## config.mk

```make
export PLATFORM = sky130hd
export DESIGN_NAME = shift_add_multiplier
export DESIGN_NICKNAME = d
export VERILOG_FILES = /design/src/rtl/shift_add_multiplier.sv
export SDC_FILE = /design/constraint.sdc
export NUM_CORES = 1
export LEC_CHECK = 0
export ABC_CLOCK_PERIOD_IN_PS = 2650
export CORE_ASPECT_RATIO = 0.8
export CORE_MARGIN = 1
export CORE_UTILIZATION = 35
export CTS_CLUSTER_SIZE = 14
export DETAILED_ROUTE_END_ITERATION = 6
export PLACE_DENSITY = 0.61
export SYNTH_ARGS = -nofsm -noshare
export SYNTH_HDL_FRONTEND = slang
export SYNTH_SLANG_ARGS = --single-unit
```

## constraint.sdc

```tcl
create_clock -name clk -period 2.65 [get_ports clk]
set_input_delay 0.6625 -clock clk [delete_from_list [all_inputs] [get_ports clk]]
set_output_delay 0.6625 -clock clk [all_outputs]
set_load 0.01 [all_outputs]
```

## src/rtl/shift_add_multiplier.sv

```systemverilog
// shift_add_multiplier
//   Sequential unsigned WIDTH x WIDTH -> 2*WIDTH multiplier. Each clock does one
//   shift-add step through a WIDTH-bit ripple-carry chain of full-adder cells.
//   The result is registered and held until the next accepted start.
//
// Ports
//   clk      in   1        rising-edge clock
//   rst_n    in   1        asynchronous active-low reset
//   start    in   1        request, sampled only when idle
//   a        in   WIDTH    multiplicand, captured on accepted start
//   b        in   WIDTH    multiplier, captured on accepted start
//   busy     out  1        high while an operation is in progress (RUN/DONE)
//   done     out  1        one-cycle pulse, product valid
//   product  out  2*WIDTH  a*b, held until the next result
//
// Build option
//   EARLY_EXIT_EN : stop iterating once the unconsumed multiplier bits are zero
//                   (at least one iteration) and realign the result with a shift.

module shift_add_multiplier #(
  parameter int unsigned WIDTH = 4
) (
  input  logic                 clk,
  input  logic                 rst_n,
  input  logic                 start,
  input  logic [WIDTH-1:0]     a,
  input  logic [WIDTH-1:0]     b,
  output logic                 busy,
  output logic                 done,
  output logic [2*WIDTH-1:0]   product
);

  localparam int unsigned CW = $clog2(WIDTH + 1);

  typedef enum logic [1:0] {
    S_IDLE = 2'd0,
    S_RUN  = 2'd1,
    S_DONE = 2'd2
  } state_t;

  state_t             state_q, state_d;
  logic [WIDTH-1:0]   mcand_q, mcand_d;
  logic [WIDTH-1:0]   mplier_q, mplier_d;
  logic [WIDTH-1:0]   acc_q, acc_d;
  logic [CW-1:0]      cnt_q, cnt_d;
  logic [2*WIDTH-1:0] product_q, product_d;
  logic               done_q, done_d;
  logic               last_iter;

`ifdef EARLY_EXIT_EN
  // Copy of the multiplier bits not yet consumed; zero means the rest of the
  // iterations would only shift.
  logic [WIDTH-1:0]   rem_q, rem_d;
  logic [CW-1:0]      shamt;
  assign shamt = CW'(WIDTH) - cnt_q;
`endif

  // Ripple-carry adder: acc + (mplier[0] ? mcand : 0), carry-in 0.
  logic [WIDTH-1:0] addend;
  logic [WIDTH-1:0] sum;
  logic [WIDTH:0]   carry;

  assign addend   = mplier_q[0] ? mcand_q : '0;
  assign carry[0] = 1'b0;

  for (genvar i = 0; i < WIDTH; i++) begin : g_fa
    assign sum[i]     = acc_q[i] ^ addend[i] ^ carry[i];
    assign carry[i+1] = (acc_q[i] & addend[i]) | (carry[i] & (acc_q[i] ^ addend[i]));
  end

  always_comb begin
    state_d   = state_q;
    mcand_d   = mcand_q;
    mplier_d  = mplier_q;
    acc_d     = acc_q;
    cnt_d     = cnt_q;
    product_d = product_q;
    done_d    = 1'b0;
    last_iter = 1'b0;
`ifdef EARLY_EXIT_EN
    rem_d     = rem_q;
`endif

    case (state_q)
      S_IDLE: begin
        if (start) begin
          mcand_d  = a;
          mplier_d = b;
          acc_d    = '0;
          cnt_d    = '0;
`ifdef EARLY_EXIT_EN
          rem_d    = b;
`endif
          state_d  = S_RUN;
        end
      end
      S_RUN: begin
        // {acc,mplier} <= {cout,sum,mplier} >> 1
        acc_d    = {carry[WIDTH], sum[WIDTH-1:1]};
        mplier_d = {sum[0], mplier_q[WIDTH-1:1]};
        cnt_d    = cnt_q + 1'b1;
`ifdef EARLY_EXIT_EN
        rem_d     = rem_q >> 1;
        last_iter = (cnt_d == CW'(WIDTH)) || ((rem_q >> 1) == '0);
`else
        last_iter = (cnt_d == CW'(WIDTH));
`endif
        if (last_iter) begin
          state_d = S_DONE;
        end
      end
      S_DONE: begin
`ifdef EARLY_EXIT_EN
        // Stopping after cnt steps leaves a*b shifted left by WIDTH-cnt.
        product_d = {acc_q, mplier_q} >> shamt;
`else
        product_d = {acc_q, mplier_q};
`endif
        done_d    = 1'b1;
        state_d   = S_IDLE;
      end
      default: begin
        state_d = S_IDLE;
      end
    endcase
  end

  always_ff @(posedge clk or negedge rst_n) begin
    if (!rst_n) begin
      state_q   <= S_IDLE;
      mcand_q   <= '0;
      mplier_q  <= '0;
      acc_q     <= '0;
      cnt_q     <= '0;
      product_q <= '0;
      done_q    <= 1'b0;
`ifdef EARLY_EXIT_EN
      rem_q     <= '0;
`endif
    end else begin
      state_q   <= state_d;
      mcand_q   <= mcand_d;
      mplier_q  <= mplier_d;
      acc_q     <= acc_d;
      cnt_q     <= cnt_d;
      product_q <= product_d;
      done_q    <= done_d;
`ifdef EARLY_EXIT_EN
      rem_q     <= rem_d;
`endif
    end
  end

  assign busy    = (state_q != S_IDLE);
  assign done    = done_q;
  assign product = product_q;

endmodule

```

# Yosys cells after proc, flatten, opt, wreduce, memory -nomap -nowiden

Index checks and enable logic that the tools add are counted.
W data, S select, Z words.

Register bits: 26
Bits of input ports: 11
Output and inout port bits: 10
Word-level logic and storage cells: 47

Add/sub/neg operators: 1
Equality and inequality tests: 5
Mux-type cells: 11
Bitwise gates (word level): 17
Reductions and logical operators: 6

Operators by type and width:

| operator              | count |
|---|---|
| $pmux W4 S2           | 2 |
| $mux W4               | 3 |
| $and A1 B1 Y1         | 7 |
| $xor A1 B1 Y1         | 7 |
| $pmux W3 S2           | 1 |
| $reduce_and A2 Y1     | 3 |
| $mux W2               | 2 |
| $ne A2 B2 Y1 const B  | 2 |
| $pmux W2 S2           | 1 |
| $reduce_bool A2 Y1    | 2 |
| $add A3 B1 Y3 const B | 1 |
| $eq A3 B3 Y1 const B  | 1 |
| $mux W3               | 1 |
| $or A1 B1 Y1          | 3 |
| $eq A2 B1 Y1 const B  | 1 |
| $eq A2 B2 Y1 const B  | 1 |
| $logic_not A2 Y1      | 1 |
| $mux W1               | 1 |

# Logic depth before layout (Yosys ltp)

Depth in word-level cells: 9
Gate-level depth with buffers: 9
Mapped depth without buffers: 9

# Worst setup path after synthesis

Ideal clock, no wire load.

Path type: reg2reg
From: reg mplier_q[0]
To: reg acc_q[2]
Data arrival time: 1.877 ns
Data required time: 2.574 ns
Slack: 0.697 ns
Stages on the path, launching flop included: 10
Clock period less this slack: 1.953 ns
Cells stage by stage: dfrtp_1 and2_1 ha_1 inv_1 fa_1 inv_1 fa_1 inv_1 fa_1 o21ai_1

Longest elaborated chain between the ends: 8

RTL lines:

| element                                               | line | RTL |
|---|---|---|
| start, declared                                       | 43   | `logic [WIDTH-1:0] mplier_q, mplier_d;` |
| start signal, assigned                                | 143  | `mplier_q <= mplier_d;` |
| $mux W4 *                                             | 63   | `assign addend = mplier_q[0] ? mcand_q : '0;` |
| $and A1 B1 Y1 / $xor A1 B1 Y1 (equally long branches) | 68   | `assign carry[i+1] = (acc_q[i] & addend[i]) \| (carry[i] & (acc_q[i] ^ addend[i]));` |
| $and A1 B1 Y1                                         | 68   |  |
| $or A1 B1 Y1                                          | 68   |  |
| $and A1 B1 Y1                                         | 68   |  |
| $or A1 B1 Y1                                          | 68   |  |
| $xor A1 B1 Y1 *                                       | 67   | `assign sum[i] = acc_q[i] ^ addend[i] ^ carry[i];` |
| $pmux W4 S2 *                                         | 84   | `case (state_q)` |
| end signal, assigned                                  | 133  | `acc_q <= '0;` |
| end signal, assigned                                  | 144  | `acc_q <= acc_d;` |
| end, declared                                         | 44   | `logic [WIDTH-1:0] acc_q, acc_d;` |

Every way passes the cells marked *; elsewhere a longest branch is shown, timed or not.
A chain may end at the register's enable or synchronous reset.

# Worst setup path after layout

From: reg state_q[0]
To: out busy

Longest elaborated chain between the ends: 1

RTL lines:

| element                | line | RTL |
|---|---|---|
| start, declared        | 41   | `state_t state_q, state_d;` |
| start signal, assigned | 141  | `state_q <= state_d;` |
| $reduce_bool A2 Y1     | 154  | `assign busy = (state_q != S_IDLE);` |
| end, declared          | 28   | `output logic busy,` |

Every way passes these cells.

==> flow_summary.json <==
{
  "fin_skew_ns": 0.00898,
  "netlist_instances": 96,
  "worst_slack_ns": 0.419,
  "drt_iter0_drc": 21,
  "synth_most_common_cell": "dfrtp_1",
  "postCtsSetupBuffers": 0,
  "clock_latency_ns": 0.27,
  "synth_nets": 113,
  "core_area_um2": 3220,
  "syn2layout_area_growth_pct": 25.2,
  "synth_warnings": 0,
  "final_max_slew_viol_count": 0,
  "grt_pass1_wl_um": 3620,
  "htreeDepth": 1,
  "worst_pin_slew_ns": 0.384,
  "drive_gt1_share_pct": 17.5,
  "hold_viol": 0,
  "io_pins": 21,
  "globalplace.congestion": 0.788,
  "synth_top_area_cell": "dfrtp_1",
  "max_freq_ghz": 0.448,
  "dieHeight_um": 54.9,
  "finalSetupViolCount": 0,
  "avgSynthCellArea_um2": 12.8,
  "rows": 18,
  "synth-seq-cells": 26,
  "synth_common_cells": "dfrtp_1 (26), nand2_1 (10), inv_1 (9), mux2_4 (9), o22ai_1 (8)",
  "synthTopCellsByArea": "dfrtp_1 (53%), mux2_4 (11%), fa_1 (4.9%)",
  "end_kind": "output port",
  "via_count": 789,
  "dpl.hpwl_um": 1580,
  "synth_seq_area_share_pct": 53.1,
  "clk_pin_slew_worst_paths_ns": 0.08,
  "die_area_um2": 3750,
  "syn_area_um2": 1230,
  "worstPathMaxFanout": 7,
  "p_leak_nw": 0.705,
  "holdBufCountCts": 0,
  "wire_per_inst_um": 13.3,
  "antenna_found_initial": 0,
  "p_per_area_nw_per_um2": 1160,
  "status": "finished, final reports clean",
  "grtUsageTotal_pct": 13.4,
  "cap_violations": 0,
  "via_per_inst": 4.93,
  "antenna_left": 0,
  "ir_drop_v": 0.000447,
  "cts_buffers": 3,
  "diodes": 0,
  "critical_path_required_ns": 1.99,
  "routed_wl_um": 2120,
  "slew-limit-headroom_pct": 74.4,
  "drcViolationCount": 0,
  "synth-edff-count": 0,
  "tns_ns": 0,
  "ctsResizeCount": 0,
  "grt_setup_unrepaired": "no",
  "final_nets": 138,
  "first_pass_iters": 4,
  "cts_root_buf": "clkbuf_8",
  "clock-sinks": 26,
  "synth.top_cell.area_share_pct": 53.1,
  "io_buffer_count": 20,
  "ys.flop_type": "dfrtp_1",
  "crit_arrival_ns": 1.57,
  "die_w_um": 68.2,
  "cts_tree": "built",
  "start_kind": "register",
  "async_flop_share_pct": 100,
  "ys_types": 25,
  "critical_path_class": "reg -> out",
  "grt_pass1_vias": 792,
  "grt_start_max_net_pins": 27,
  "pre_cts_ws_ns": 0.602,
  "fin_crit_ns": 2.23,
  "utilization_pct": 47.7,
  "initial_utilization_pct": 38.1,
  "post-route-period-util_pct": 84.2,
  "gr-total-overflow": 0,
  "min_path_type": "reg -> reg",
  "clock_path_buffers": 2
}
## flip-flops by register name, summed over array words and instances, names as in the netlist
signal and flops:
product 8, state_q 2, acc_q 4, done 1
mcand_q 4, mplier_q 4, cnt_q 3
## area by class of cell
type | instances | area, um^2
clock buffer | 3 | 41.3
clock inverter | 1 | 30.0
fill | 281 | 1690
inverter | 9 | 33.8
multi-input combinational | 59 | 514
sequential | 26 | 651
tap | 40 | 50.0
timing repair buffer | 22 | 215
## per-layer routing
metal  global-route usage, %  vias to the layer above  part of all wire, %
li1                        -                      377                    -
met3                    5.12                        2                  5.2
met4                    1.74                        0                 0.19
met2                    21.7                       26                   47
met1                    17.4                      384                   48
met5                       0                        -                    0
## worst paths after layout
kind / to / from / cells after the start / slack (ns)
worst min-delay path: acc_q[3] / acc_q[3] / 2 / 0.50
min in group asynchronous: product[1] / rst_n / 2 / 0.74
max in group asynchronous: product[7] / rst_n / 2 / 1.65
worst min register to register: acc_q[3] / acc_q[3] / 2 / 0.50
worst max register to register: acc_q[2] / mcand_q[0] / 9 / 0.59
worst max-delay path: busy / state_q[0] / 3 / 0.42
## cell usage in the layout, fill, tap and decap left out, types with 3 or more instances in the layout
cell / instances
clkbuf_8: 3
fa_1: 3
o21ai_1: 3
inv_1: 9
ha_1: 3
nand2_1: 10
o21ai_0: 3
a21oi_1: 4
dfrtp_1: 26
clkdlybuf4s50_1: 20
mux2_4: 9
o22ai_1: 8
## power by group
part | internal [W] | switching [W] | total (W)
sequential | 0.000578 | 0.000141 | 0.000720
clock | 0.000202 | 0.000119 | 0.000321
combinational | 0.000420 | 0.000320 | 0.000740
total | 0.00120 | 0.000580 | 0.00178
## critical path, stage by stage, from the launching register on
cell	delay [ns]
dfrtp_1	0.51
inv_1	0.18
nand2_1	0.09
clkdlybuf4s50_1	0.53
## stage by stage
step           total power, W  cells  hold slack, ns  instance area, um^2
2_1_floorplan         0.00122     96           0.367                 1230
3_3_place_gp          0.00145    156           0.465                 1460
3_5_place_dp          0.00148    156           0.486                 1460
4_1_cts               0.00180    160           0.506                 1540
5_1_grt               0.00194    160           0.538                 1540
6_report              0.00178    160           0.497                 1540
## logic make-up (layout without fill, tap and decap cells)
| group | Yosys count | after routing | share of synthesized area (%) |
|---|---|---|---|
| DFF | 26 | 26 | 53.1 |
| AOI/OAI and AO/OA | 23 | 23 | 12.3 |
| and+or+nand+nor | 19 | 19 | 8.98 |
| buffers and inverters | 11 | 35 | 5.00 |
| muxes | 10 | 10 | 11.9 |
| adders and majority gates | 6 | 6 | 7.96 |
| xor gates and xnor gates | 1 | 1 | 0.714 |
No activity file was read; power rests on OpenSTA's default activity.
